--- src/rtl/lcd_pkg.sv ---
// Shared definitions for the HD44780-style LCD responder: instruction bit
// positions, DDRAM geometry, address-counter wrap points and decode helpers.
package lcd_pkg;

    // DDRAM geometry: two lines of sixteen characters
    localparam int unsigned LCD_CELLS   = 32;
    localparam int unsigned LCD_CELL_AW = 5;
    localparam logic [LCD_CELL_AW-1:0] LCD_SWEEP_LAST = 5'd31;

    // Fill character used by clear and by the overlay port while blanked
    localparam logic [7:0] LCD_CLEAR_CHAR = 8'h20;

    // Address counter landmarks
    localparam logic [6:0] LCD_LINE0_BASE = 7'h00;
    localparam logic [6:0] LCD_LINE1_BASE = 7'h40;
    localparam logic [6:0] LCD_LINE0_WRAP = 7'h27;
    localparam logic [6:0] LCD_LINE1_WRAP = 7'h67;

    // Instruction class is selected by the highest set bit
    localparam int unsigned INS_SET_DDRAM  = 7;
    localparam int unsigned INS_SET_CGRAM  = 6;
    localparam int unsigned INS_FUNC_SET   = 5;
    localparam int unsigned INS_SHIFT      = 4;
    localparam int unsigned INS_DISP_CTRL  = 3;
    localparam int unsigned INS_ENTRY_MODE = 2;
    localparam int unsigned INS_HOME       = 1;
    localparam int unsigned INS_CLEAR      = 0;

    // Field positions inside individual instructions
    localparam int unsigned FS_DL_BIT = 4;
    localparam int unsigned DC_D_BIT  = 2;
    localparam int unsigned EM_ID_BIT = 1;

    typedef enum logic {
        ST_CLEAR,
        ST_READY
    } lcd_state_t;

    typedef enum logic [2:0] {
        OP_NOP,
        OP_SET_AC,
        OP_IGNORE,
        OP_FUNC_SET,
        OP_DISP_CTRL,
        OP_ENTRY_MODE,
        OP_HOME,
        OP_CLEAR
    } lcd_op_t;

    // Priority decode of an instruction byte by its highest set bit
    function automatic lcd_op_t decode_ins(input logic [7:0] ins);
        if (ins[INS_SET_DDRAM])       return OP_SET_AC;
        else if (ins[INS_SET_CGRAM])  return OP_IGNORE;
        else if (ins[INS_FUNC_SET])   return OP_FUNC_SET;
        else if (ins[INS_SHIFT])      return OP_IGNORE;
        else if (ins[INS_DISP_CTRL])  return OP_DISP_CTRL;
        else if (ins[INS_ENTRY_MODE]) return OP_ENTRY_MODE;
        else if (ins[INS_HOME])       return OP_HOME;
        else if (ins[INS_CLEAR])      return OP_CLEAR;
        else                          return OP_NOP;
    endfunction

    // Address counter step; wraps between the two 40-char line windows
    function automatic logic [6:0] ac_step(input logic [6:0] ac, input logic inc);
        if (inc) begin
            if (ac == LCD_LINE0_WRAP)      return LCD_LINE1_BASE;
            else if (ac == LCD_LINE1_WRAP) return LCD_LINE0_BASE;
            else                           return ac + 7'd1;
        end else begin
            if (ac == LCD_LINE1_BASE)      return LCD_LINE0_WRAP;
            else if (ac == LCD_LINE0_BASE) return LCD_LINE1_WRAP;
            else                           return ac - 7'd1;
        end
    endfunction

    // Only columns 0..15 of each line are backed by storage
    function automatic logic ac_mapped(input logic [6:0] ac);
        return (ac[5:4] == 2'b00);
    endfunction

    function automatic logic [LCD_CELL_AW-1:0] ac_cell(input logic [6:0] ac);
        return {ac[6], ac[3:0]};
    endfunction

endpackage

--- src/rtl/lcd_ddram.sv ---
// 32x8 display RAM: one synchronous write port and two synchronous read
// ports. Reads return the value held before a same-cycle write.
module lcd_ddram
    import lcd_pkg::*;
(
    input  logic                   clk,
    input  logic                   i_we,
    input  logic [LCD_CELL_AW-1:0] i_waddr,
    input  logic [7:0]             i_wdata,
    input  logic [LCD_CELL_AW-1:0] i_raddr_a,
    output logic [7:0]             o_rdata_a,
    input  logic [LCD_CELL_AW-1:0] i_raddr_b,
    output logic [7:0]             o_rdata_b
);

    logic [7:0] r_mem [LCD_CELLS];
    logic [7:0] r_rdata_a;
    logic [7:0] r_rdata_b;

    // Write and both reads share one edge, giving read-before-write
    always_ff @(posedge clk) begin
        if (i_we) begin
            r_mem[i_waddr] <= i_wdata;
        end
        r_rdata_a <= r_mem[i_raddr_a];
        r_rdata_b <= r_mem[i_raddr_b];
    end

    assign o_rdata_a = r_rdata_a;
    assign o_rdata_b = r_rdata_b;

endmodule

--- src/rtl/lcd_responder.sv ---
// Display end of an 8-bit HD44780 character-LCD bus: synchronises the bus,
// decodes instructions, owns the address counter and clear sweep, answers
// status/data reads, and exposes DDRAM to on-chip display logic.
module lcd_responder
    import lcd_pkg::*;
#(
    parameter int unsigned SYNC_STAGES = 2,
    parameter logic [7:0]  CLEAR_CHAR  = LCD_CLEAR_CHAR
) (
    input  logic       clk,
    input  logic       reset,
    input  logic       lcde,
    input  logic       lcdrs,
    input  logic       lcdrw,
    input  logic [7:0] lcddata,
    input  logic [4:0] rd_addr,
    output logic [7:0] rd_char,
    output logic [7:0] lcd_rdata,
    output logic       busy,
    output logic       disp_on,
    output logic [6:0] cursor_addr,
    output logic       wr_strobe,
    output logic       proto_err
);

    // Bus synchronisers; lcde carries one extra stage for edge detection
    logic [SYNC_STAGES:0] r_e_sync;
    logic [9:0]           r_bus_sync [SYNC_STAGES];
    logic                 w_fall;
    logic [9:0]           w_bus;

    // Captured transfer, decoded one cycle after the falling edge
    logic       r_cmd_vld;
    logic       r_cmd_rs;
    logic       r_cmd_rw;
    logic [7:0] r_cmd_data;
    lcd_op_t    w_op;

    // Architectural state
    lcd_state_t           r_state;
    lcd_state_t           w_state_nxt;
    logic [LCD_CELL_AW-1:0] r_sweep;
    logic [6:0]           r_ac;
    logic                 r_id;
    logic                 r_disp_on;
    logic [7:0]           r_rdata;
    logic                 r_wr_strobe;
    logic                 r_proto_err;

    // Decode qualifiers
    logic w_busy;
    logic w_sweep_last;
    logic w_ins_wr;
    logic w_data_wr;
    logic w_status_rd;
    logic w_data_rd;
    logic w_store;
    logic w_err;
    logic w_ac_mapped;
    logic [LCD_CELL_AW-1:0] w_ac_cell;

    // RAM interface
    logic                   w_ram_we;
    logic [LCD_CELL_AW-1:0] w_ram_waddr;
    logic [7:0]             w_ram_wdata;
    logic [7:0]             w_q_a;
    logic [7:0]             w_q_b;

    // Shift lcde through SYNC_STAGES+1 flops
    always_ff @(posedge clk or posedge reset) begin
        if (reset) begin
            r_e_sync <= '0;
        end else begin
            r_e_sync <= {r_e_sync[SYNC_STAGES-1:0], lcde};
        end
    end

    // Shift rs/rw/data through SYNC_STAGES flops, aligned with lcde stage SYNC_STAGES-1
    always_ff @(posedge clk or posedge reset) begin
        if (reset) begin
            for (int unsigned i = 0; i < SYNC_STAGES; i++) begin
                r_bus_sync[i] <= '0;
            end
        end else begin
            r_bus_sync[0] <= {lcdrs, lcdrw, lcddata};
            for (int unsigned i = 1; i < SYNC_STAGES; i++) begin
                r_bus_sync[i] <= r_bus_sync[i-1];
            end
        end
    end

    assign w_fall = r_e_sync[SYNC_STAGES] & ~r_e_sync[SYNC_STAGES-1];
    assign w_bus  = r_bus_sync[SYNC_STAGES-1];

    // Latch the bus fields on each lcde falling edge
    always_ff @(posedge clk or posedge reset) begin
        if (reset) begin
            r_cmd_vld  <= 1'b0;
            r_cmd_rs   <= 1'b0;
            r_cmd_rw   <= 1'b0;
            r_cmd_data <= '0;
        end else begin
            r_cmd_vld <= w_fall;
            if (w_fall) begin
                r_cmd_rs   <= w_bus[9];
                r_cmd_rw   <= w_bus[8];
                r_cmd_data <= w_bus[7:0];
            end
        end
    end

    assign w_op        = decode_ins(r_cmd_data);
    assign w_ac_mapped = ac_mapped(r_ac);
    assign w_ac_cell   = ac_cell(r_ac);

    // Classify the captured transfer; writes are refused while sweeping
    always_comb begin
        w_ins_wr    = r_cmd_vld & ~r_cmd_rs & ~r_cmd_rw & ~w_busy;
        w_data_wr   = r_cmd_vld &  r_cmd_rs & ~r_cmd_rw & ~w_busy;
        w_status_rd = r_cmd_vld & ~r_cmd_rs &  r_cmd_rw;
        w_data_rd   = r_cmd_vld &  r_cmd_rs &  r_cmd_rw;
        w_store     = w_data_wr & w_ac_mapped;
        w_err       = (r_cmd_vld & ~r_cmd_rw & w_busy)
                    | (w_data_rd & w_busy)
                    | (w_ins_wr & (w_op == OP_FUNC_SET) & ~r_cmd_data[FS_DL_BIT]);
    end

    // Clear-sweep FSM state register; reset restarts the sweep
    always_ff @(posedge clk or posedge reset) begin
        if (reset) begin
            r_state <= ST_CLEAR;
        end else begin
            r_state <= w_state_nxt;
        end
    end

    // Clear-sweep FSM next-state logic
    always_comb begin
        w_state_nxt = r_state;
        case (r_state)
            ST_CLEAR: if (r_sweep == LCD_SWEEP_LAST) w_state_nxt = ST_READY;
            ST_READY: if (w_ins_wr && (w_op == OP_CLEAR)) w_state_nxt = ST_CLEAR;
            default:  w_state_nxt = ST_CLEAR;
        endcase
    end

    // Clear-sweep FSM outputs
    always_comb begin
        w_busy       = (r_state == ST_CLEAR);
        w_sweep_last = w_busy && (r_sweep == LCD_SWEEP_LAST);
    end

    // Sweep cell index: counts 0..31 while clearing, parked at 0 otherwise
    always_ff @(posedge clk or posedge reset) begin
        if (reset) begin
            r_sweep <= '0;
        end else if (w_busy) begin
            r_sweep <= r_sweep + 1'b1;
        end else begin
            r_sweep <= '0;
        end
    end

    // RAM write port is owned by the sweep while busy, else by bus data writes
    always_comb begin
        w_ram_we    = w_busy | w_store;
        w_ram_waddr = w_busy ? r_sweep : w_ac_cell;
        w_ram_wdata = w_busy ? CLEAR_CHAR : r_cmd_data;
    end

    lcd_ddram u_ddram (
        .clk       (clk),
        .i_we      (w_ram_we),
        .i_waddr   (w_ram_waddr),
        .i_wdata   (w_ram_wdata),
        .i_raddr_a (w_ac_cell),
        .o_rdata_a (w_q_a),
        .i_raddr_b (rd_addr),
        .o_rdata_b (w_q_b)
    );

    // Address counter, entry direction and display enable
    always_ff @(posedge clk or posedge reset) begin
        if (reset) begin
            r_ac      <= LCD_LINE0_BASE;
            r_id      <= 1'b1;
            r_disp_on <= 1'b0;
        end else if (w_sweep_last) begin
            r_ac <= LCD_LINE0_BASE;
            r_id <= 1'b1;
        end else if (w_ins_wr) begin
            case (w_op)
                OP_SET_AC:     r_ac      <= r_cmd_data[6:0];
                OP_DISP_CTRL:  r_disp_on <= r_cmd_data[DC_D_BIT];
                OP_ENTRY_MODE: r_id      <= r_cmd_data[EM_ID_BIT];
                OP_HOME:       r_ac      <= LCD_LINE0_BASE;
                default:       ;
            endcase
        end else if (w_data_wr || w_data_rd) begin
            r_ac <= ac_step(r_ac, r_id);
        end
    end

    // Read response, store strobe and sticky protocol error
    always_ff @(posedge clk or posedge reset) begin
        if (reset) begin
            r_rdata     <= '0;
            r_wr_strobe <= 1'b0;
            r_proto_err <= 1'b0;
        end else begin
            r_wr_strobe <= w_store;
            if (w_err) begin
                r_proto_err <= 1'b1;
            end
            if (w_status_rd) begin
                r_rdata <= {w_busy, r_ac};
            end else if (w_data_rd) begin
                r_rdata <= w_ac_mapped ? w_q_a : CLEAR_CHAR;
            end
        end
    end

    assign rd_char     = r_disp_on ? w_q_b : CLEAR_CHAR;
    assign lcd_rdata   = r_rdata;
    assign busy        = w_busy;
    assign disp_on     = r_disp_on;
    assign cursor_addr = r_ac;
    assign wr_strobe   = r_wr_strobe;
    assign proto_err   = r_proto_err;

endmodule

--- config.mk ---
export PLATFORM = sky130hd
export DESIGN_NAME = lcd_responder
export DESIGN_NICKNAME = d
export VERILOG_FILES = /design/src/rtl/lcd_pkg.sv /design/src/rtl/lcd_ddram.sv /design/src/rtl/lcd_responder.sv
export SDC_FILE = /design/constraint.sdc
export NUM_CORES = 1
export LEC_CHECK = 0
export ABC_AREA = 1
export BUFFER_PORTS_ARGS = -buffer_cell sky130_fd_sc_hd__buf_4
export CELL_PAD_IN_SITES_DETAIL_PLACEMENT = 0
export CELL_PAD_IN_SITES_GLOBAL_PLACEMENT = 1
export CORE_AREA = 2 2 195 245
export CTS_CLUSTER_SIZE = 12
export DETAILED_ROUTE_END_ITERATION = 8
export DIE_AREA = 0 0 197 247
export GPL_TIMING_DRIVEN = 0
export HOLD_SLACK_MARGIN = 0.02
export MAX_ROUTING_LAYER = met4
export PLACE_DENSITY = 0.66
export SLEW_MARGIN = 40
export SYNTH_ARGS = -nofsm -noshare
export SYNTH_HDL_FRONTEND = slang
export SYNTH_SLANG_ARGS = --single-unit
--- constraint.sdc ---
create_clock -name clk -period 5.3 [get_ports clk]
set_input_delay 0.53 -clock clk [delete_from_list [all_inputs] [get_ports clk]]
set_output_delay 0.53 -clock clk [all_outputs]
set_load 0.05 [all_outputs]
== After elaboration in Yosys (flattened, before gate mapping) ==
Memories as Yosys holds them, arrays and structs flattened. A register that Yosys moved wholly into a read port is not among the register bits.
Cells that the tools add are included.

* Register bits after elaboration: 59
* Output and inout port bits: 27
* Bits of input ports: 18
* Bits in writable memories: 256
* Logic and storage cells: 98
* Memories kept: 1

* Eq/ne operators: 11
* Add/subtract/negate cells: 3
* Reductions and logical operators: 12
* Bitwise gates (word level): 24
* Multiplexer cells: 32

{| class="wikitable"
|+ Memories
! memory !! words !! width !! read ports !! clocked after memory_dff !! wr ports !! RTL line !! text
|-
| u_ddram.r_mem || 32 || 8 || 2 || 2 || 1 || lcd_ddram.sv:16 || <nowiki>logic [7:0] r_mem [LCD_CELLS];</nowiki>
|}

{| class="wikitable"
|+ Operator list
! cell !! number
|-
| 2-to-1 mux 7 bit || 8
|-
| 2-to-1 mux 8 bit || 5
|-
| 2-to-1 mux 3 bit || 8
|-
| AND 1 bit || 15
|-
| equality test 7 bit (second input constant) || 2
|-
| one-hot mux 7 bit (2 select lines) || 1
|-
| equality test 3 bit (second input constant) || 4
|-
| 2-to-1 mux 5 bit || 2
|-
| adder 7 x 1 -> 7 bit (second input constant) || 1
|-
| equality test 7 x 6 -> 1 bit (second input constant) || 1
|-
| zero test 7 bit || 1
|-
| 2-to-1 mux 1 bit || 7
|-
| subtractor 7 x 1 -> 7 bit (second input constant) || 1
|-
| inverter 1 bit || 6
|-
| nonzero test 2 bit || 3
|-
| adder 5 x 1 -> 5 bit (second input constant) || 1
|-
| equality test 5 bit (second input constant) || 1
|-
| != test 4 x 2 -> 1 bit (second input constant) || 1
|-
| AND reduction 2 bit || 2
|-
| equality test 3 x 1 -> 1 bit (second input constant) || 1
|-
| equality test 3 x 2 -> 1 bit (second input constant) || 1
|-
| OR 1 bit || 3
|-
| AND reduction 3 bit || 1
|-
| nonzero test 3 bit || 1
|-
| 4 further kinds || 5
|}

== Logic depth before layout (Yosys ltp) ==
* Depth after elaboration: 12
* Mapped depth: 13
* Gate-level depth less buffers: 11

== Hierarchy ==
Synthesis repeated with hierarchy kept, for this count alone.

* Cell total of the unflattened synthesis: 1883
* Area, all modules: 16484.6 µm²

{| class="wikitable"
|+ Modules (own cells, without submodules)
! module !! seq. area each (µm²) !! area each (µm²) !! cells an instance !! instances
|-
| lcd_ddram || 8007.7 || 13660.6 || 1539 || 1
|-
| lcd_responder || 1477.7 || 2824.0 || 344 || 1
|}

== Worst setup path after synthesis ==
No wires, ideal clock.

* Path type: register -> register
* Start: register r_ac[0], in the netlist cursor_addr[0]
* End: memory u_ddram.r_mem[11][0] (enable)
* Arrival: 1.893 ns
* Clock period less this slack: 2.263 ns
* Setup time: 0.370 ns
* Cell stages (with the launch flop): 8
* Path buffers: 3
* Slack: 3.037 ns
* Cell sequence: dfrtp_1 > buf_6 > buf_6 > buf_4 > nand2_1 > o21ai_1 > nand3_1 > nor2_1

* Word-level cells in the longest chain between the ends: 1

{| class="wikitable"
|+ RTL lines
! element !! RTL line !! text
|-
| start, declared || lcd_responder.sv:43 || <nowiki>logic [6:0] r_ac;</nowiki>
|-
| start signal, assigned || lcd_responder.sv:193 || <nowiki>OP_SET_AC: r_ac <= r_cmd_data[6:0];</nowiki>
|-
| start signal, assigned || lcd_responder.sv:200 || <nowiki>r_ac <= ac_step(r_ac, r_id);</nowiki>
|-
| 2-to-1 mux 5 bit || lcd_responder.sv:167 || <nowiki>w_ram_waddr = w_busy ? r_sweep : w_ac_cell;</nowiki>
|-
| end, declared || lcd_ddram.sv:16 ||
|}

Every way passes these cells.

== Worst setup path after layout ==
* Start: register r_ac[0], in the netlist cursor_addr[0]
* End: memory u_ddram.r_mem[13][3] (enable)

Same word-level chain as after synthesis.

==> results.toml <==
[clocking]
clock_latency_ns = 0.56
clock-sinks = 331
cts_tree = "yes"
path_clk_slew_ns = 0.06
h-tree-depth = 2
numCtsBuffers = 38
post_cts_buffers = 0
cts_root_buf = "clkbuf_16"
cts_resized = 0
cts_buffer_depth = 3

[setup_path]
cp-start-kind = "flop"
reg2reg_to = "u_ddram.r_mem[13][3]"
cp-end-kind = "flop"
cp_data_arrival_time_ns = 3.42
worstSetupPathType = "flop to flop"
cp_top_family = "simple AND/OR/NAND/NOR gates"
max_stage_delay_ns = 0.87
crit_required_ns = 5.49
crit_path_frequent_cell = "buf_6"
r2r_slack_ns = 2.07
timing.rr.start = "cursor_addr[0]"
worstPathBufferInverterCount = 3
cp_slowest_cell = "nor2_1"
worstRegToRegCells = 7
crit_chain = "buf_6, buf_6, buf_4, nand2_1, o21ai_1, nand3_1, nor2_1"
cp_max_fo = 10

[finish]
multi_input_area_sq_um = 5669
area_delta_synth_final_pct = 15.07
drive_above_1_share_pct = 11.74
filler_cell_count = 4642
register_area_sq_um = 9485
final_core_util_pct = 39.76
final_nets = 1871

[sta]
slew-limit-headroom_pct = 34.61
fin_crit_sh_pct = 60.95
setup_tns_ns = 0
skew_ns = 0.01164
timing.hold.ws_ns = 0.07284
rsz0062_at_grt = "false"
setup_ws_ns = 2.070
min_period_ns = 3.230
worst_slew_pin_slew_ns = 0.9726
max_freq_mhz = 309.6
finalSetupViolCount = 0
slew_violations = 0
final_hold_viol_count = 0

[status]
outcome = "finished, final reports clean"

[die]
dieWidth_um = 197
core_sq_um = 46550
die_area_sq_um = 48660
start_util_pct = 34.55
dieHeight_um = 247
rows = 89
num_io_pins = 45

[power_and_ir_drop]
p_leak_uw = 0.007210
intPower_uw = 5389
clkPwrFrac_pct = 28.6
pwr-share-seq_pct = 33.6
p_sw_share_pct = 41.71
p_sw_uw = 3856
p_per_area_nw_per_um2 = 499.5
ir_worst_vdd_mv = 0.2486
finalPower_uw = 9245
combPwrFrac_pct = 37.7

[detailed_routing]
drtAntennaViolNets = 0
dr_total_vias = 13888
routed_wl_mm = 67.98
drt_iter0_markers = 1329
dr.pass1.iters = 6
wl_per_cell_um = 27.57
drc_errors = 0
viasPerCell = 5.632

[synthesis]
synth_cells = 1763
netlist.top_cell.by_area = "edfxtp_1"
yosys_warnings = 0
synth_top_area_share_pct = 47.80
synth.distinct_cells = 34
ys_top_cells_by_area = "edfxtp_1 48%, nand2_1 11%, dfrtp_1 9.0%"
yosysSeqAreaShare_pct = 58.98
synth-seq-cells = 331
synth_nets = 1786
syn_avg_cell_area_sq_um = 9.122
syn-cell-area_sq_um = 16080

[global_route]
grt_overflow = 0
antenna_found_initial = 1
grt_pass1_vias = 13673
grt_pass1_wl_mm = 96.27
grt_max_degree = 33
grt_use_total_pct = 29.03

[placement]
gp_congestion = 0.9952
pre_cts_ws_ns = 2.092
post-dp-hpwl_mm = 48.01
port_buffers = 41

[hold_path]
min_path_type = "input pin to flop"
holdCritStartpoint = "lcdrs"
holdPathStages = 1
holdPathEnd = "r_bus_sync[19]"

[job]
maxCapViolCount = 0
[power by group through the flow]
| stage | Clock, uW | Combinational (uW) | Sequential [uW] |
|---|---|---|---|
| 2_1_floorplan | 0 | 1690 | 3320 |
| 3_3_place_gp | 0 | 3350 | 3170 |
| 3_5_place_dp | 0 | 3370 | 3160 |
| 4_1_cts | 2670 | 3380 | 3110 |
| 5_1_grt | 2760 | 3640 | 3120 |
| 6_report | 2650 | 3490 | 3110 |
[worst reg2reg max path, cell delays in order (launching register included)]
cell,delay [ns]
dfrtp_1,0.44
buf_6,0.18
buf_6,0.18
buf_4,0.30
nand2_1,0.09
o21ai_1,0.15
nand3_1,0.64
nor2_1,0.87
[registers in the layout, indices dropped and copies added, names as in the netlist]
name               flops
u_ddram.r_mem        256
r_bus_sync            10
w_bus                 10
lcd_rdata              8
r_cmd_data             8
u_ddram.o_rdata_a      8
u_ddram.o_rdata_b      8
cursor_addr            7
r_sweep                5
r_e_sync               3
disp_on                1
proto_err              1
r_cmd_rs               1
r_cmd_rw               1
r_cmd_vld              1
r_id                   1
r_state                1
wr_strobe              1
[cell usage in the layout, fill, tap and decap left out, drive strengths merged]
| cell type | synthesis | routed |
|---|---|---|
| nor3 | 1 | 1 |
| nor2 | 221 | 221 |
| o211ai | 71 | 71 |
| o221ai | 16 | 16 |
| dlygate4sd3 | 0 | 1 |
| nand2 | 468 | 468 |
| diode | 0 | 1 |
| clkbuf | 49 | 106 |
| a311oi | 1 | 1 |
| o22ai | 2 | 2 |
| bufinv | 0 | 1 |
| nand3b | 3 | 3 |
| dfxtp | 16 | 16 |
| o21ai | 227 | 227 |
| or2 | 2 | 2 |
| dfrtp | 58 | 58 |
| buf | 68 | 111 |
| edfxtp | 256 | 256 |
| inv | 96 | 97 |
| clkinvlp | 0 | 1 |
| nand4 | 3 | 3 |
| clkinv | 2 | 9 |
| nand3 | 97 | 97 |
| o31ai | 13 | 13 |
| xor2 | 4 | 4 |
| dfstp | 1 | 1 |
| a21oi | 83 | 83 |
| ha | 5 | 5 |
[cell usage after synthesis (all sizes together)]
| master | number |
|---|---|
| dfstp | 1 |
| o211ai | 71 |
| o21ai | 227 |
| nand4 | 3 |
| nor3 | 1 |
| nand3 | 97 |
| a311oi | 1 |
| dfrtp | 58 |
| clkinv | 2 |
| o31ai | 13 |
| o221ai | 16 |
| edfxtp | 256 |
| nand2 | 468 |
| clkbuf | 49 |
| o22ai | 2 |
| a21oi | 83 |
| nand3b | 3 |
| nor2 | 221 |
| ha | 5 |
| buf | 68 |
| xor2 | 4 |
| or2 | 2 |
| inv | 96 |
| dfxtp | 16 |
[timing repair]
| item | 4_1_cts | 5_1_grt |
|---|---|---|
| setup endpoints to repair | 0 | 0 |
| hold endpoints to repair | 28 | 0 |
| hold buffers | 1 | 0 |
[kinds of logic after synthesis]
logic type	Yosys count	synth area share (%)
flip-flops	331	58.98
XOR/XNOR	4	0.2178
buffers and inverters	215	6.146
AND/OR/NAND/NOR	795	19.65
adder cells (fa/ha/maj)	5	0.3890
AO/OA/AOI/OAI	413	14.62
[routing by layer]
metal	vias to the layer above	track usage, %	share of wire (%)
met5	-	-	0
met4	0	16.65	6.5
met3	183	4.419	7.4
met2	696	47.56	48
met1	6793	34.15	38
li1	6216	-	-
[worst max-delay path by stage]
stage	cells past startpoint	start	to
after floorplan	7	cursor_addr[0]	u_ddram.r_mem[11][0]
after global placement	7	cursor_addr[0]	u_ddram.r_mem[17][2]
after detailed placement	7	cursor_addr[0]	u_ddram.r_mem[7][6]
after CTS	7	cursor_addr[0]	u_ddram.r_mem[7][0]
after global routing	7	cursor_addr[0]	u_ddram.r_mem[13][3]
final	7	cursor_addr[0]	u_ddram.r_mem[13][3]
[cell type report]
class	count	share of cell area, %
Clock buffer	56	6.234
Clock inverter	10	0.4327
Inverter	98	2.008
Timing Repair Buffer	45	2.035
Multi-Input combinational cell	1217	30.63
Tap cell	591	3.996
Buffer	117	3.394
Sequential cell	331	51.25
Antenna cell	1	0.01352
[metrics by stage]
step | instances | cell area (sq um)
global route | 2466 | 18510
CTS | 2464 | 18480
global placement | 2395 | 17130
detailed placement | 2397 | 17230
floorplan | 1763 | 16080
finish | 2466 | 18510
No activity file was read; power rests on OpenSTA's default activity.
